## config.mk

```make
export PLATFORM = sky130hd
export DESIGN_NAME = mem_arbiter
export DESIGN_NICKNAME = d
export VERILOG_FILES = /design/src/rtl/smp_mem_pkg.sv /design/src/rtl/rr_picker.sv /design/src/rtl/mem_arbiter.sv
export SDC_FILE = /design/constraint.sdc
export NUM_CORES = 1
export LEC_CHECK = 0
export CAP_MARGIN = 20
export CORE_MARGIN = 3
export CORE_UTILIZATION = 42
export CTS_CLUSTER_DIAMETER = 120
export DETAILED_ROUTE_END_ITERATION = 8
export PLACE_DENSITY = 0.82
export SETUP_SLACK_MARGIN = 0.5
export SLEW_MARGIN = 25
export SYNTH_ARGS = -nofsm -noshare
export SYNTH_HDL_FRONTEND = slang
export SYNTH_SLANG_ARGS = --single-unit
```

## constraint.sdc

```tcl
create_clock -name clock -period 3.3 [get_ports clock]
set_clock_uncertainty 0.15 [all_clocks]
set_input_delay 0.66 -clock clock [delete_from_list [all_inputs] [get_ports clock]]
set_output_delay 0.66 -clock clock [all_outputs]
set_load 0.03 [all_outputs]
```

## src/rtl/smp_mem_pkg.sv

```systemverilog
// rtl/smp_mem_pkg.sv - shared types and constants for the SMP memory arbiter
package smp_mem_pkg;

  typedef enum logic [1:0] {
    IDLE   = 2'd0,
    ACCESS = 2'd1,
    ACK    = 2'd2
  } state_t;

  localparam int REQ_CPU    = 0;
  localparam int REQ_LOADER = 1;
  localparam int REQ_IO     = 2;

  localparam int DEF_AW = 16;
  localparam int DEF_DW = 8;

endpackage

```

## src/rtl/rr_picker.sv

```systemverilog
// rtl/rr_picker.sv - combinational round-robin pick: first requester at or after ptr
module rr_picker #(
  parameter int NREQ = 3,
  parameter int PW   = 2
) (
  input  logic [NREQ-1:0] req,
  input  logic [PW-1:0]   ptr,
  output logic [NREQ-1:0] onehot,
  output logic [PW-1:0]   idx,
  output logic            any_req
);

  int c;

  // Scan from the farthest candidate back to ptr so the nearest one wins.
  always_comb begin
    onehot  = '0;
    idx     = '0;
    any_req = |req;
    c       = 0;
    for (int k = NREQ - 1; k >= 0; k--) begin
      c = int'(ptr) + k;
      if (c >= NREQ) c = c - NREQ;
      if (req[c[PW-1:0]]) begin
        onehot              = '0;
        onehot[c[PW-1:0]]   = 1'b1;
        idx                 = c[PW-1:0];
      end
    end
  end

endmodule

```

## src/rtl/mem_arbiter.sv

```systemverilog
// rtl/mem_arbiter.sv - round-robin arbiter with bounded burst lock for the shared SMP memory
module mem_arbiter
  import smp_mem_pkg::*;
#(
  parameter int NREQ        = 3,
  parameter int AW          = DEF_AW,
  parameter int DW          = DEF_DW,
  parameter int WAIT_STATES = 1,
  parameter int MAX_LOCK    = 4
) (
  input  logic                 clock,
  input  logic                 reset,
  input  logic [NREQ-1:0]      req,
  input  logic [NREQ-1:0]      req_we,
  input  logic [NREQ-1:0]      req_lock,
  input  logic [NREQ*AW-1:0]   req_addr,
  input  logic [NREQ*DW-1:0]   req_wdata,
  output logic [NREQ-1:0]      gnt,
  output logic [NREQ-1:0]      ack,
  output logic [DW-1:0]        rdata,
  output logic                 mem_en,
  output logic                 mem_we,
  output logic [AW-1:0]        mem_addr,
  output logic [DW-1:0]        mem_wdata,
  input  logic [DW-1:0]        mem_rdata,
  output logic                 busy
);

  localparam int PW = (NREQ > 1) ? $clog2(NREQ) : 1;
  localparam int WW = (WAIT_STATES > 0) ? $clog2(WAIT_STATES + 1) : 1;
  localparam int LW = $clog2(MAX_LOCK + 1);

  localparam logic [WW-1:0] WS_INIT   = WW'(WAIT_STATES);
  localparam logic [WW-1:0] W_ONE     = WW'(1);
  localparam logic [LW-1:0] L_ONE     = LW'(1);
  localparam logic [LW-1:0] LOCK_LAST = LW'(MAX_LOCK - 1);
  localparam logic [PW-1:0] P_ONE     = PW'(1);
  localparam logic [PW-1:0] P_LAST    = PW'(NREQ - 1);

  state_t          state_q, state_d;
  logic [PW-1:0]   ptr_q, ptr_d;
  logic [PW-1:0]   gidx_q, gidx_d;
  logic [NREQ-1:0] gnt_q, gnt_d;
  logic [LW-1:0]   lock_q, lock_d;
  logic [WW-1:0]   wcnt_q, wcnt_d;
  logic            we_q, we_d;
  logic [AW-1:0]   addr_q, addr_d;
  logic [DW-1:0]   wdata_q, wdata_d;
  logic [DW-1:0]   rdata_q, rdata_d;

  logic [NREQ-1:0] pick_onehot;
  logic [PW-1:0]   pick_idx;
  logic            any_req;
  logic [PW-1:0]   sel_idx;
  logic            sel_we;
  logic [AW-1:0]   sel_addr;
  logic [DW-1:0]   sel_wdata;
  logic            lock_ok;
  logic [PW-1:0]   next_ptr;

  rr_picker #(
    .NREQ (NREQ),
    .PW   (PW)
  ) u_pick (
    .req     (req),
    .ptr     (ptr_q),
    .onehot  (pick_onehot),
    .idx     (pick_idx),
    .any_req (any_req)
  );

  // Fresh grants sample the picker's winner; locked re-issues sample the current owner.
  always_comb begin
    sel_idx   = (state_q == ACK) ? gidx_q : pick_idx;
    sel_we    = req_we[sel_idx];
    sel_addr  = req_addr[int'(sel_idx)*AW +: AW];
    sel_wdata = req_wdata[int'(sel_idx)*DW +: DW];
    lock_ok   = req[gidx_q] & req_lock[gidx_q] & (lock_q < LOCK_LAST);
    next_ptr  = (gidx_q == P_LAST) ? '0 : gidx_q + P_ONE;
  end

  always_ff @(posedge clock or negedge reset) begin
    if (!reset) begin
      state_q <= IDLE;
      ptr_q   <= '0;
      gidx_q  <= '0;
      gnt_q   <= '0;
      lock_q  <= '0;
      wcnt_q  <= '0;
      we_q    <= 1'b0;
      addr_q  <= '0;
      wdata_q <= '0;
      rdata_q <= '0;
    end else begin
      state_q <= state_d;
      ptr_q   <= ptr_d;
      gidx_q  <= gidx_d;
      gnt_q   <= gnt_d;
      lock_q  <= lock_d;
      wcnt_q  <= wcnt_d;
      we_q    <= we_d;
      addr_q  <= addr_d;
      wdata_q <= wdata_d;
      rdata_q <= rdata_d;
    end
  end

  always_comb begin
    state_d = state_q;
    case (state_q)
      IDLE:    if (any_req) state_d = ACCESS;
      ACCESS:  if (wcnt_q == '0) state_d = ACK;
      ACK:     state_d = lock_ok ? ACCESS : IDLE;
      default: state_d = IDLE;
    endcase
  end

  always_comb begin
    ptr_d   = ptr_q;
    gidx_d  = gidx_q;
    gnt_d   = gnt_q;
    lock_d  = lock_q;
    wcnt_d  = wcnt_q;
    we_d    = we_q;
    addr_d  = addr_q;
    wdata_d = wdata_q;
    rdata_d = rdata_q;
    case (state_q)
      IDLE: begin
        if (any_req) begin
          gidx_d  = pick_idx;
          gnt_d   = pick_onehot;
          lock_d  = '0;
          wcnt_d  = WS_INIT;
          we_d    = sel_we;
          addr_d  = sel_addr;
          wdata_d = sel_wdata;
        end
      end
      ACCESS: begin
        if (wcnt_q == '0) begin
          if (!we_q) rdata_d = mem_rdata;
        end else begin
          wcnt_d = wcnt_q - W_ONE;
        end
      end
      ACK: begin
        ptr_d = next_ptr;
        if (lock_ok) begin
          lock_d  = lock_q + L_ONE;
          wcnt_d  = WS_INIT;
          we_d    = sel_we;
          addr_d  = sel_addr;
          wdata_d = sel_wdata;
        end else begin
          gnt_d = '0;
        end
      end
      default: ;
    endcase
  end

  always_comb begin
    mem_en = (state_q == ACCESS);
    mem_we = (state_q == ACCESS) & we_q;
    ack    = (state_q == ACK) ? gnt_q : '0;
    busy   = (state_q != IDLE);
  end

  assign gnt       = gnt_q;
  assign mem_addr  = addr_q;
  assign mem_wdata = wdata_q;
  assign rdata     = rdata_q;

endmodule

```

==> impl_metrics.sql <==
INSERT INTO impl_metrics (metric_group, metric, value, unit) VALUES
('synthesis', 'yosys_warnings', '0', ''),
('floorplanning', 'die_width', '87.8', 'um'),
('cells_and_area', 'post_route_non_filler_standard_cell_count', '467', ''),
('global_route', 'grt_pass1_vias', '2415', ''),
('drt', 'drt_wl_total', '7390', 'um'),
('synthesis', 'syn-cell-area', '2810', 'um2'),
('clocking', 'maximum_clock_insertion_buffer_count', '2', ''),
('placed_design', 'dp_cells', '458', ''),
('synthesis', 'async_flop_share', '100', '%'),
('worst_setup_path', 'crit_startpoint', 'state_q[1]', ''),
('global_route', 'grt_antenna_before_repair', '0', ''),
('worst_setup_path', 'r2r-end', 'mem_addr[1]', ''),
('floorplanning', 'fp-row-count', '29', ''),
('placed_design', 'dp_hpwl', '5640', 'um'),
('sta', 'post-route-worst-setup-slack', '608', 'ps'),
('drt', 'route.vias.total', '2460', ''),
('synthesis', 'syn_nets', '354', ''),
('placed_design', 'dpl_worst_slack', '-40.7', 'ps'),
('sta', 'final-max-slew-violation-count', '0', ''),
('drt', 'vias_per_cell', '5.27', ''),
('cells_and_area', 'drive_gt1_share', '13.6', '%'),
('sta', 'slew_headroom', '55.0', '%'),
('placed_design', 'portBuffers', '131', ''),
('synthesis', 'netlist-cell-type-count', '50', ''),
('sta', 'final_hold_viol_count', '0', ''),
('drt', 'drcViolationCount', '0', ''),
('worst_setup_path', 'critPathMaxFanout', '7', ''),
('outcome', 'status', 'completed', ''),
('floorplanning', 'die_height', '87.8', 'um'),
('power', 'ir_drop', '0.000487', 'V'),
('global_route', 'grt_usage', '19.5', '%'),
('synthesis', 'synth_seq_area_share', '41.0', '%'),
('global_route', 'grt_max_degree', '47', ''),
('floorplanning', 'starting_utilization_of_the_core_area', '43.7', '%'),
('synthesis', 'synth.most_common_cell', 'dfrtp_1', ''),
('worst_setup_path', 'critical_path.reg2reg.startpoint', 'ptr_q[1]', ''),
('clocking', 'ctsRootBufferMaster', 'clkbuf_8', ''),
('worst_setup_path', 'cp-start-kind', 'flop', ''),
('synthesis', 'netlist.area_leader.share', '41.0', '%'),
('sta', 'layout_min_cycle_time', '2690', 'ps'),
('clocking', 'h_tree_level_count', '2', ''),
('worst_setup_path', 'regToRegSetupSlack', '710', 'ps'),
('synthesis', 'synth_edf_count', '0', ''),
('drt', 'detail_route.wl_per_cell', '15.8', 'um'),
('synthesis', 'ys.flop_type', 'dfrtp_1', ''),
('cells_and_area', 'postLayoutCoreUtil', '65.9', '%'),
('sta', 'maxClockFrequency', '0.371', 'GHz'),
('floorplanning', 'die-area', '7700', 'um2'),
('worst_setup_path', 'critical_path_class', 'flop to primary output', ''),
('worst_setup_path', 'timing.critical_path.cells', 'nor2b_2 -> and2_1 -> clkdlybuf4s50_1', ''),
('worst_setup_path', 'timing.critical_path.to', 'ack[2]', ''),
('worst_setup_path', 'cp_slowest_stage_delay', '670', 'ps'),
('clocking', 'worst_skew_pair.late_latency', '290', 'ps'),
('drt', 'drt_iter0_drc', '131', ''),
('synthesis', 'ys_seq_elements', '46', ''),
('placed_design', 'gpl.final_weighted_congestion', '0.858', ''),
('synthesis', 'synth_cells', '259', ''),
('drt', 'detailedRoute.firstPassIterationCount', '4', ''),
('sta', 'rsz0062_at_grt', 'no', ''),
('power', 'power_density', '978', 'nW/um2'),
('sta', 'worst_pin_slew', '672', 'ps'),
('clocking', 'cts_tree', 'yes', ''),
('run', 'max_cap_viol_count', '0', ''),
('clocking', 'tritoncts_num_sinks', '46', ''),
('power', 'p_leak', '1.82', 'nW'),
('synthesis', 'synthTopCellsByArea', 'dfrtp_1 (41%), o221ai_2 (11%), mux2i_1 (9.6%)', ''),
('floorplanning', 'ios', '132', ''),
('power', 'power', '4.14', 'mW'),
('sta', 'report.final.setup_viol', '0', ''),
('cells_and_area', 'diodes', '0', ''),
('hold_path', 'hp-class', 'input pin to asynchronous set/reset pin', '');
## final cells by class
| class | instances | area [um2] |
|---|---|---|
| Clock inverter | 1 | 7.51 |
| Inverter | 32 | 120 |
| Tap cell | 77 | 96.3 |
| Sequential cell | 46 | 1150 |
| Multi-Input combinational cell | 168 | 1410 |
| Clock buffer | 6 | 72.6 |
| Timing Repair Buffer | 137 | 1380 |
| Fill cell | 523 | 2190 |
## sequential cells by signal, indices dropped and copies added, names as in the netlist
name	cells
lock_q	3
state_q	2
wcnt_q	1
rdata	8
gnt	3
gidx_q	2
mem_addr	16
we_q	1
ptr_q	2
mem_wdata	8
## through the flow
step / hold slack [ps] / TNS, ps
after global routing: 244 / 0
after floorplan: 214 / 0
after CTS: 345 / 0
after detailed placement: 323 / -116
after global placement: 320 / 0
final: 210 / 0
## routing by layer
metal	global-route usage (%)	up-vias	routed length, um
met5	0	-	0
met4	4.04	0	51
met3	5.36	7	643
met2	32.9	105	3670
met1	25.2	1168	3030
li1	-	1180	-
## cell families after synthesis
| family | Yosys count | share of synthesized area (%) |
|---|---|---|
| AO/OA/AOI/OAI | 56 | 21.8 |
| AND/OR/NAND/NOR | 71 | 12.5 |
| buffers and inverters | 46 | 9.67 |
| multiplexers | 36 | 13.2 |
| adder cells (fa/ha/maj) | 4 | 1.78 |
| flip-flops | 46 | 41.0 |
## worst min path at each step
| stage | end | slack, ps |
|---|---|---|
| final | mem_addr[3] | 210 |
| after global routing | mem_addr[3] | 240 |
| after CTS | rdata[0] | 350 |
| after detailed placement | mem_addr[5] | 320 |
| after global placement | rdata[2] | 320 |
| after floorplan | gidx_q[0] | 210 |
## power breakdown
group          internal [mW]  leakage, nW  switching [mW]  total [mW]
Clock                  0.145       0.0373           0.176       0.321
Sequential             0.840        0.569           0.183        1.02
Combinational           1.24         1.21            1.56        2.79
## worst max-delay path, delay by kind of cell (launching register included)
kind | cells | cell delay [ps]
buf+inv | 1 | 670
simple gates | 2 | 490
flops | 1 | 430
## cell usage in the layout, fill, tap and decap left out, types with 4 or more instances in the layout
master	synthesis	final
clkdlybuf4s50_1	0	130
dfrtp_1	46	46
nand2_1	39	39
inv_1	29	29
mux2i_1	27	27
o221ai_2	20	20
mux2_1	8	8
nor2_1	7	7
a21oi_1	5	5
o21ai_0	5	5
o221ai_1	5	5
clkbuf_8	1	5
buf_4	3	5
and2_1	4	4
nand3_1	4	4
ha_1	4	4
## timing repair
| item | in CTS | in global routing |
|---|---|---|
| gates cloned | 1 | 0 |
| hold buffers | 0 | 0 |
| setup endpoints to repair | 28 | 26 |
| resized for setup | 2 | 1 |
| buffers inserted | 0 | 1 |
Note: power is estimated with default switching activity, not from simulation.
